File: config.mk
export PLATFORM = sky130hd
export DESIGN_NAME = io_register_controller
export DESIGN_NICKNAME = d
export VERILOG_FILES = /design/src/rtl/io_register_controller.sv
export SDC_FILE = /design/constraint.sdc
export NUM_CORES = 1
export LEC_CHECK = 0
export ABC_AREA = 0
export BUFFER_PORTS_ARGS = -buffer_cell sky130_fd_sc_hd__clkbuf_2
export CAP_MARGIN = 0
export CORE_AREA = 2 2 128 130
export CTS_BUF_LIST = sky130_fd_sc_hd__clkbuf_4 sky130_fd_sc_hd__clkbuf_8
export CTS_CLUSTER_DIAMETER = 80
export DETAILED_ROUTE_END_ITERATION = 10
export DIE_AREA = 0 0 130 132
export PLACE_DENSITY = 0.75
export REMOVE_ABC_BUFFERS = 1
export SLEW_MARGIN = 20
export SYNTH_ARGS = -nofsm -noshare
export SYNTH_HDL_FRONTEND = slang
export SYNTH_SLANG_ARGS = --single-unit
export TNS_END_PERCENT = 5
File: constraint.sdc
create_clock -name clk -period 6.1 [get_ports clk]
set_clock_uncertainty 0.1 [all_clocks]
set_input_delay 0.915 -clock clk [delete_from_list [all_inputs] [get_ports clk]]
set_output_delay 0.915 -clock clk [all_outputs]
set_load 0.02 [all_outputs]
File: src/rtl/io_register_controller.sv
// Peripheral register block for the CPU bus: button debouncing, vblank/collision
// event latching, frame counter, and forwarding of non-local writes to the display.
module io_register_controller #(
    parameter int unsigned              DEBOUNCE_W     = 16,
    parameter logic [DEBOUNCE_W-1:0]    DEBOUNCE_RESET = 16'd25000,
    parameter logic [11:0]              LOCAL_LIMIT    = 12'd8
) (
    input  logic        clk,
    input  logic        reset_n,
    input  logic [11:0] register_index,
    input  logic        register_read,
    input  logic        register_write,
    input  logic [15:0] register_write_value,
    output logic [15:0] register_read_value,
    input  logic [3:0]  buttons_i,
    input  logic        in_vblank_i,
    input  logic [5:0]  collision_i,
    output logic        dc_register_write_o,
    output logic [11:0] dc_register_index_o,
    output logic [15:0] dc_register_write_value_o
);

    localparam logic [11:0] REG_BUTTONS   = 12'd0;
    localparam logic [11:0] REG_PRESS     = 12'd1;
    localparam logic [11:0] REG_VBLANK    = 12'd2;
    localparam logic [11:0] REG_COLLISION = 12'd3;
    localparam logic [11:0] REG_FRAME     = 12'd4;
    localparam logic [11:0] REG_DEBOUNCE  = 12'd5;

    localparam logic [DEBOUNCE_W-1:0] CNT_ONE = DEBOUNCE_W'(1);

    // Bus protocol: register_read / register_write are single-cycle valids with no
    // back-pressure (always ready); reads answer one edge later, forwarded writes
    // appear as a one-cycle dc_register_write_o valid the edge after acceptance.

    // Address decode
    logic local_sel;
    logic rd_local;
    logic wr_local;
    logic wr_fwd;

    assign local_sel = (register_index < LOCAL_LIMIT);
    assign rd_local  = register_read  && local_sel;
    assign wr_local  = register_write && local_sel;
    assign wr_fwd    = register_write && !local_sel;

    logic clr_press;
    logic clr_vblank;
    logic clr_collision;

    assign clr_press     = rd_local && (register_index == REG_PRESS);
    assign clr_vblank    = rd_local && (register_index == REG_VBLANK);
    assign clr_collision = rd_local && (register_index == REG_COLLISION);

    // State registers
    logic [3:0]                   btn_meta_q, btn_sync_q;
    logic [3:0]                   stable_q, stable_d;
    logic [3:0][DEBOUNCE_W-1:0]   cnt_q, cnt_d;
    logic [3:0]                   press_q, press_d;
    logic [DEBOUNCE_W-1:0]        period_q, period_d;
    logic [DEBOUNCE_W-1:0]        period_eff;

    logic                         vb_meta_q, vb_sync_q, vb_dly_q;
    logic                         vb_rise;
    logic                         vb_start_q, vb_start_d;
    logic [5:0]                   coll_q, coll_d;
    logic [15:0]                  frame_q, frame_d;

    logic [15:0]                  read_value_q, read_value_d;
    logic [15:0]                  read_mux;
    logic                         fwd_write_q, fwd_write_d;
    logic [11:0]                  fwd_index_q, fwd_index_d;
    logic [15:0]                  fwd_data_q, fwd_data_d;

    // Debounce: a period of 0 counts as 1 so a zero write cannot freeze the buttons
    always_comb begin
        period_eff = (period_q == '0) ? CNT_ONE : period_q;
        stable_d   = stable_q;
        cnt_d      = '0;
        for (int i = 0; i < 4; i++) begin
            if (btn_sync_q[i] != stable_q[i]) begin
                if (cnt_q[i] >= period_eff - CNT_ONE) begin
                    stable_d[i] = btn_sync_q[i];
                end else begin
                    cnt_d[i] = cnt_q[i] + CNT_ONE;
                end
            end
        end
    end

    assign vb_rise = vb_sync_q && !vb_dly_q;

    // Sticky events: a set in the same cycle as the clearing read wins
    always_comb begin
        press_d    = (press_q & ~{4{clr_press}}) | (stable_d & ~stable_q);
        vb_start_d = (vb_start_q && !clr_vblank) || vb_rise;
        coll_d     = (coll_q & ~{6{clr_collision}}) | collision_i;
    end

    always_comb begin
        frame_d  = frame_q;
        period_d = period_q;
        if (wr_local && (register_index == REG_FRAME)) begin
            frame_d = register_write_value;
        end else if (vb_rise) begin
            frame_d = frame_q + 16'd1;
        end
        if (wr_local && (register_index == REG_DEBOUNCE)) begin
            period_d = DEBOUNCE_W'(register_write_value);
        end
    end

    always_comb begin
        read_mux = '0;
        if (local_sel) begin
            case (register_index)
                REG_BUTTONS:   read_mux = {12'd0, stable_q};
                REG_PRESS:     read_mux = {12'd0, press_q};
                REG_VBLANK:    read_mux = {14'd0, vb_start_q, vb_sync_q};
                REG_COLLISION: read_mux = {10'd0, coll_q};
                REG_FRAME:     read_mux = frame_q;
                REG_DEBOUNCE:  read_mux = 16'(period_q);
                default:       read_mux = '0;
            endcase
        end
        read_value_d = register_read ? read_mux : read_value_q;
    end

    always_comb begin
        fwd_write_d = wr_fwd;
        fwd_index_d = wr_fwd ? register_index       : fwd_index_q;
        fwd_data_d  = wr_fwd ? register_write_value : fwd_data_q;
    end

    always_ff @(posedge clk or negedge reset_n) begin
        if (!reset_n) begin
            btn_meta_q   <= '0;
            btn_sync_q   <= '0;
            stable_q     <= '0;
            cnt_q        <= '0;
            press_q      <= '0;
            period_q     <= DEBOUNCE_RESET;
            vb_meta_q    <= 1'b0;
            vb_sync_q    <= 1'b0;
            vb_dly_q     <= 1'b0;
            vb_start_q   <= 1'b0;
            coll_q       <= '0;
            frame_q      <= '0;
            read_value_q <= '0;
            fwd_write_q  <= 1'b0;
            fwd_index_q  <= '0;
            fwd_data_q   <= '0;
        end else begin
            btn_meta_q   <= buttons_i;
            btn_sync_q   <= btn_meta_q;
            stable_q     <= stable_d;
            cnt_q        <= cnt_d;
            press_q      <= press_d;
            period_q     <= period_d;
            vb_meta_q    <= in_vblank_i;
            vb_sync_q    <= vb_meta_q;
            vb_dly_q     <= vb_sync_q;
            vb_start_q   <= vb_start_d;
            coll_q       <= coll_d;
            frame_q      <= frame_d;
            read_value_q <= read_value_d;
            fwd_write_q  <= fwd_write_d;
            fwd_index_q  <= fwd_index_d;
            fwd_data_q   <= fwd_data_d;
        end
    end

    assign register_read_value       = read_value_q;
    assign dc_register_write_o       = fwd_write_q;
    assign dc_register_index_o       = fwd_index_q;
    assign dc_register_write_value_o = fwd_data_q;

endmodule

# Yosys cells after proc, flatten, opt, wreduce, memory -nomap -nowiden
# Index checks and enable logic that the tools add are counted.
# classes
n_addsub,6
order_cmp,5
n_eq_ne,9
n_mux,21
bitwise_logic,8
reduce_logical,17
# op_table
op,n
$mux W16,12
$pmux W16 S6,1
$add A16 B1 Y16 const B,5
$ge A16 B16 Y1,4
$eq A12 B2 Y1 const B,2
$eq A12 B3 Y1 const B,2
$logic_not A16 Y1,1
$sub A16 B1 Y16 const B,1
$eq A12 B1 Y1 const B,1
$logic_not A12 Y1,1
$lt A12 B4 Y1 const B,1
$logic_and A1 B1 Y1,10
$and A4 B4 Y4,2
$mux W1,8
$not A4 Y4,2
$and A6 B6 Y6,1
$not A6 Y6,1
$or A6 B6 Y6,1
$ne A1 B1 Y1,4
$or A4 B4 Y4,1
$logic_not A1 Y1,3
$reduce_bool A2 Y1,1
$logic_or A1 B1 Y1,1
# totals
ff_bits,167
in_bits,43
output_inout_bits,45
elab_cells,85

# Logic depth before layout (Yosys ltp)
# Gate-level depths: netlist of the first run.
# logic_depth
ltp_word,8
ltp_mapped,20
depth_no_buf,17

# Least setup slack after synthesis of the first run
# OpenSTA, ideal clock, no wires.
# synth_timing
path_kind,flip-flop to flip-flop
startpoint,reg period_q[8]
endpoint,reg cnt_q[10] in the netlist's numbering
setup_ps,101
t_arrival_ps,4181
required_time_ps,5899
setup_slack_ps,1718
path_stages_with_launch,20
path_buffers,4
period_less_slack_ps,4382
path_cell_list,dfstp_2 > clkbuf_1 > nor3_1 > or3b_1 > buf_2 > nor2_1 > a31oi_1 > ha_1 > and2_1 > nand2b_1 > or2_2 > nor4_1 > xnor2_1 > ha_1 > nand4_1 > nor2_1 > a211o_1 > clkbuf_1 > clkbuf_1 > nor4_1
# synth_rtl
element,line,source
start: declaration,60,"logic [DEBOUNCE_W-1:0] period_q, period_d;"
start signal: assignment,159,period_q <= period_d;
end signal: assignment,157,cnt_q <= cnt_d;
end: declaration,58,"logic [3:0][DEBOUNCE_W-1:0] cnt_q, cnt_d;"

# Final worst setup path of the first run
# layout_timing
startpoint,reg period_q[9]
endpoint,reg press_q[1]
# layout_via
elab_chain_len,8
# layout_lines
element,line,source
$logic_not A16 Y1,77,period_eff = (period_q == '0) ? CNT_ONE : period_q;
$mux W16 *,77,
$sub A16 B1 Y16 *,82,if (cnt_q[i] >= period_eff - CNT_ONE) begin
$ge A16 B16 Y1 *,82,
$mux W1 *,82,
$mux W1 *,81,if (btn_sync_q[i] != stable_q[i]) begin
$and A4 B4 Y4 *,95,press_d = (press_q & ~{4{clr_press}}) | (stable_d & ~stable_q);
$or A4 B4 Y4 *,95,
via press_d[1],59,"logic [3:0] press_q, press_d;"
end signal: assignment,158,press_q <= press_d;
end: declaration,59,
# Mark *: on every way through the listed nets, which the timed path passes. The rest lies on a longest branch.
# A chain may end at the register's enable or synchronous reset.

==> results.sh, run 1 <==
export IMPL_status="finished clean"
export IMPL_syn_mean_instance_area_sq_um=9.91
export IMPL_final_cells=1244
export IMPL_drtPass1Iterations=5
export IMPL_ios=88
export IMPL_core_sq_mm=0.0157
export IMPL_cts_resized=0
export IMPL_rsz0062_at_grt="no"
export IMPL_path_clk_slew_ns=0.10
export IMPL_clock_sinks=167
export IMPL_drc=0
export IMPL_fp_dieH_um=132
export IMPL_netlist_area_sq_mm=0.00930
export IMPL_grt_ovfl_total=0
export IMPL_critPathMaxFanout=17
export IMPL_multi_input_area_sq_mm=0.00481
export IMPL_start_util=0.592
export IMPL_power_density_mw_per_mm2=287
export IMPL_cts_setup_buffers=0
export IMPL_min_period_ns=5.19
export IMPL_drive_gt1_frac=0.169
export IMPL_yosys_warnings=0
export IMPL_hold_path_class="reg2reg"
export IMPL_dpl_cell_count=1212
export IMPL_vias_per_cell=6.03
export IMPL_clockBufferDepth=2
export IMPL_start_kind="flop"
export IMPL_final_common_cell="dfrtp_1"
export IMPL_ir_worst_vdd_mv=0.156
export IMPL_worst_slew_pin_slew_ns=1.05
export IMPL_synthTopCellsByArea="dfrtp_1, ha_1, nand2_1"
export IMPL_vias=7498
export IMPL_seqCellArea_sq_mm=0.00419
export IMPL_ctsHtreeMaxLevel=4
export IMPL_grt_max_degree=82
export IMPL_yosys_register_bits=167
export IMPL_wl_per_cell_um=18.2
export IMPL_max_cap_violations=0
export IMPL_drt_total_wl_um=22600
export IMPL_hpwl_um=16000
export IMPL_crit_required_ns=6.38
export IMPL_numCtsBuffers=17
export IMPL_fillers=1246
export IMPL_dieArea_sq_mm=0.0172
export IMPL_slew_viol_final=0
export IMPL_synth_top_cell_area_share=0.433
export IMPL_grt_total_usage=0.273
export IMPL_rows=46
export IMPL_grt_pass1_vias=7279
export IMPL_synthCells=939
export IMPL_path_class="reg2reg"
export IMPL_tritoncts="done"
export IMPL_clk_latency_ns=0.49
export IMPL_antenna_found_initial=0
export IMPL_hold_viol=0
export IMPL_synth_seq_area_share=0.450
export IMPL_crit_arrival_ns=5.47
export IMPL_ctsRootBufferMaster="clkbuf_8"
export IMPL_drtIter0Drc=550
export IMPL_relSlewSlack=0.298
export IMPL_worst_setup_path_end_kind="flop"
export IMPL_post_cts_hold_buffer_count=0
export IMPL_area_growth_pct=11.8
export IMPL_yosysUniqueCellTypes=56
export IMPL_fin_total_pwr_mw=2.98
export IMPL_fmax_ghz=0.193
export IMPL_min_period_over_period=0.851
export IMPL_ys_flop_type="dfrtp_1"
export IMPL_antenna_cells=0
export IMPL_die_w_um=130
export IMPL_finalWeightedCongestion=0.864
export IMPL_layout_nets=1124
export IMPL_grt_first_pass_wirelength_um=37100
export IMPL_ant_nets=0
export IMPL_synth_area_leader_cell="dfrtp_1"
export IMPL_setup_viol=0
export IMPL_fin_tns_setup_ns=0
export IMPL_p_leak_nw=4.70
export IMPL_portBuffers=87
export IMPL_synth_edf_count=0
export IMPL_async_flop_share=1.00
export IMPL_final_cell_mix="dfrtp_1, nand2_1, clkbuf_2"
==> power by group <==
group | internal, mW | switching [mW] | leakage (nW)
clock network | 0.363 | 0.505 | 0.223
logic | 0.305 | 0.496 | 2.36
registers | 1.20 | 0.109 | 2.12
total | 1.87 | 1.11 | 4.70
==> registers in the layout (all words and copies together) (netlist names) <==
name,count
btn_meta_q,4
btn_sync_q,4
cnt_q,64
coll_q,6
dc_register_index_o,12
dc_register_write_o,1
dc_register_write_value_o,16
frame_q,16
period_q,16
press_q,4
register_read_value,16
stable_q,4
vb_dly_q,1
vb_meta_q,1
vb_start_q,1
vb_sync_q,1
==> through the flow <==
step / area [sq um] / util / hold WS (ns) / worst slack (ns)
after detailed placement: 9940 / 0.633 / 0.236 / 1.01
final: 10400 / 0.662 / 0.260 / 0.907
after floorplan: 9130 / - / 0.231 / 1.73
after CTS: 10400 / 0.662 / 0.262 / 0.987
after global routing: 10400 / 0.662 / 0.271 / 0.708
after global placement: 9940 / 0.633 / 0.232 / 1.15
==> path summary, 6_finish.rpt <==
kind | from | end | slack, ns | depth (start not counted)
setup / recovery | period_q[9] | press_q[1] | 0.91 | 16
setup reg to reg | period_q[9] | press_q[1] | 0.91 | 16
hold reg to reg | btn_meta_q[1] | btn_sync_q[1] | 0.26 | 0
max in group asynchronous | reset_n | frame_q[11] | 4.38 | 2
hold / removal | btn_meta_q[1] | btn_sync_q[1] | 0.26 | 0
min in group asynchronous | reset_n | press_q[3] | 0.37 | 1
==> synthesized netlist by cell type, types with 6 or more instances <==
cell / n
ha_1: 66
xor2_1: 44
nor4_1: 62
inv_1: 40
dfrtp_1: 161
a32oi_1: 6
xnor2_1: 39
a22o_1: 12
nand3_1: 23
nand2_1: 124
clkbuf_1: 35
dfstp_2: 6
nor3_1: 6
mux2_2: 21
a21oi_1: 39
a22oi_1: 13
a21o_1: 23
o22ai_1: 18
nor2_1: 68
nand4_1: 27
o211ai_1: 14
and4_1: 11
==> kinds of logic after synthesis <==
family / share of synthesized area
AO/OA/AOI/OAI: 0.132
XOR/XNOR: 0.0781
AND/OR/NAND/NOR: 0.188
multiplexers: 0.0286
buffers and inverters: 0.0348
flip-flops: 0.450
adder cells (fa/ha/maj): 0.0888
==> worst max-delay path, stage by stage, from the launching register on <==
cell and delay [ns]:
dfrtp_1 0.47, or4_4 0.59, or3b_1 0.54, nor2_1 0.23
a31oi_1 0.25, ha_1 0.29, and2_1 0.19, nand2b_1 0.11
or2_2 0.15, nor4_1 0.06, xnor2_1 0.51, ha_1 0.35
nand4_1 0.24, nor2_1 0.08, a211o_1 0.50, a22o_1 0.29
a21o_1 0.15
==> cell type report <==
type	instances	area share
Multi-Input combinational cell	691	0.463
Inverter	41	0.0148
Timing Repair Buffer	97	0.0497
Tap cell	216	0.0260
Sequential cell	167	0.403
Clock buffer	17	0.0225
Clock inverter	15	0.0214
==> layer usage <==
layer  part of all wire  GRT usage
met3              0.052     0.0528
met5                  0          0
met4              0.021     0.0872
met1               0.47      0.402
met2               0.46      0.410
No activity file was read; power rests on OpenSTA's default activity.
==> run 2, diff against run 1 <==
--- a/config.mk
+++ b/config.mk
@@ -14,7 +14,9 @@
 export DETAILED_ROUTE_END_ITERATION = 10
 export DIE_AREA = 0 0 130 132
 export PLACE_DENSITY = 0.75
+export RECOVER_POWER = 100
 export REMOVE_ABC_BUFFERS = 1
+export SKIP_LAST_GASP = 1
 export SLEW_MARGIN = 20
 export SYNTH_ARGS = -nofsm -noshare
 export SYNTH_HDL_FRONTEND = slang
==> results.sh, run 2 (synthesis gave the netlist of run 1 again) <==
export IMPL_status="finished with violations"
export IMPL_violations="capacitance limit, slew limit"
export IMPL_sequentialPowerShare=0.442
export IMPL_power_density_mw_per_mm2=288
export IMPL_ir_worst_vdd_mv=0.156
export IMPL_post_cts_hold_buffer_count=0
export IMPL_grt_pass1_vias=7279
export IMPL_antenna_found_initial=0
export IMPL_start_kind="flop"
export IMPL_grt_first_pass_wirelength_um=37100
export IMPL_cts_setup_buffers=0
export IMPL_setup_worst_path_start="period_q[9]"
export IMPL_final_cells=1244
export IMPL_fp_dieH_um=132
export IMPL_layout_nets=1124
export IMPL_wl_per_cell_um=18.2
export IMPL_crit_arrival_ns=5.62
export IMPL_p_leak_nw=4.54
export IMPL_finish_utilization=0.655
export IMPL_vias_per_cell=6.02
export IMPL_internal_power_mw=1.86
export IMPL_core_sq_mm=0.0157
export IMPL_max_cap_violations=2
export IMPL_start_util=0.592
export IMPL_grt_max_degree=82
export IMPL_drtIter0Drc=590
export IMPL_cp_num_buf_inv=0
export IMPL_drc=0
export IMPL_grt_ovfl_total=0
export IMPL_drtPass1Iterations=5
export IMPL_crit_required_ns=6.32
export IMPL_cts_resized=0
export IMPL_crit_path_max_incr_delay_ns=0.88
export IMPL_fin_total_pwr_mw=2.97
export IMPL_fmax_ghz=0.185
export IMPL_die_w_um=130
export IMPL_clock_sinks=167
export IMPL_finalWeightedCongestion=0.864
export IMPL_regMostFlops="cnt_q"
export IMPL_numCtsBuffers=17
export IMPL_ios=88
export IMPL_area_growth_pct=10.7
export IMPL_min_period_ns=5.40
export IMPL_largest_register_ffs=64
export IMPL_ctsRootBufferMaster="clkbuf_8"
export IMPL_critPathMaxFanout=17
export IMPL_drt_total_wl_um=22600
export IMPL_min_delay_start="btn_meta_q[2]"
export IMPL_crit_chain="or4_1, or3b_1, nor2_1, a31oi_1, ha_1, and2_0, xnor2_1, ha_1, o21a_1, nor2_1, a311o_1, a31o_2, a211oi_2, nor4_1"
export IMPL_combPwrFrac=0.266
export IMPL_dieArea_sq_mm=0.0172
export IMPL_hold_path_class="reg2reg"
export IMPL_switchingPower_mw=1.11
export IMPL_cp_top_family="compound AO/OA/AOI/OAI gates"
export IMPL_worst_setup_path_end_kind="flop"
export IMPL_portBuffers=87
export IMPL_seqCellArea_sq_mm=0.00419
export IMPL_cpMaxStageDelayCell="a211oi_2"
export IMPL_antenna_cells=0
export IMPL_rsz0062_at_grt="no"
export IMPL_power_share_clock=0.293
export IMPL_min_period_over_period=0.885
export IMPL_path_class="reg2reg"
export IMPL_vias=7494
export IMPL_final_cell_mix="dfrtp_1, nand2_1, nor2_1"
export IMPL_multi_input_area_sq_mm=0.00479
export IMPL_setup_viol=0
export IMPL_ctsHtreeMaxLevel=4
export IMPL_rows=46
export IMPL_netSwitchingFraction=0.374
export IMPL_place_ws_ns=1.01
export IMPL_ant_nets=0
export IMPL_path_clk_slew_ns=0.10
export IMPL_tritoncts="done"
export IMPL_r2r_start="period_q[9]"
export IMPL_setup_ws_ns=0.702
export IMPL_final_common_cell="dfrtp_1"
export IMPL_drive_gt1_frac=0.118
export IMPL_slew_viol_final=95
export IMPL_hold_viol=0
export IMPL_dpl_cell_count=1212
export IMPL_fillers=1279
export IMPL_worst_slew_pin_slew_ns=4.21
export IMPL_clk_latency_ns=0.49
export IMPL_clockBufferDepth=2
export IMPL_hpwl_um=16000
export IMPL_relSlewSlack=-1.81
export IMPL_grt_total_usage=0.273
export IMPL_fin_tns_setup_ns=0
-- run 2: cell count changes in the layout (fill, tap and decap cells not counted), moves of 2 or more --
cell and change:
clkbuf_1 +49, nor3_2 -2, clkbuf_2 -45, nor3_1 +2, buf_4 -3
-- run 2: final cells by class --
type,count,area share
Multi-Input combinational cell,691,0.465
Clock inverter,15,0.0216
Tap cell,216,0.0262
Sequential cell,167,0.407
Timing Repair Buffer,97,0.0429
Clock buffer,17,0.0227
Inverter,41,0.0149
-- run 2: power by group through the flow --
stage	combinational, mW	clock [mW]	sequential, mW
finish	0.788	0.868	1.31
global route	0.870	0.921	1.32
CTS	0.797	0.881	1.31
detailed placement	0.793	0	1.33
global placement	0.779	0	1.32
floorplan	0.542	0	1.32
-- run 2: routing by layer --
| metal | global-route usage | routed length (um) | share of wire |
|---|---|---|---|
| met4 | 0.0872 | 440 | 0.019 |
| met5 | 0 | 0 | 0 |
| met3 | 0.0528 | 1110 | 0.049 |
| met2 | 0.410 | 10300 | 0.46 |
| met1 | 0.402 | 10800 | 0.48 |
-- run 2: metrics by stage --
step / cell area [sq um] / hold WS, ns
floorplan: 9130 / 0.231
global placement: 9940 / 0.232
detailed placement: 9940 / 0.236
CTS: 10400 / 0.262
global route: 10300 / 0.271
finish: 10300 / 0.259
-- run 2: final timing paths --
kind,depth (start not counted),end,slack (ns)
max,14,cnt_q[38],0.70
min,0,btn_sync_q[2],0.26
max reg2reg,14,cnt_q[38],0.70
min reg2reg,0,btn_sync_q[2],0.26
max in group asynchronous,2,press_q[0],1.50
min in group asynchronous,1,press_q[3],1.82
-- run 2: worst reg2reg max path: stages (launching register included) --
cell,delay [ns]
dfrtp_1,0.47
or4_1,0.63
or3b_1,0.55
nor2_1,0.23
a31oi_1,0.25
ha_1,0.29
and2_0,0.20
xnor2_1,0.45
ha_1,0.28
o21a_1,0.12
nor2_1,0.04
a311o_1,0.33
a31o_2,0.27
a211oi_2,0.88
nor4_1,0.16
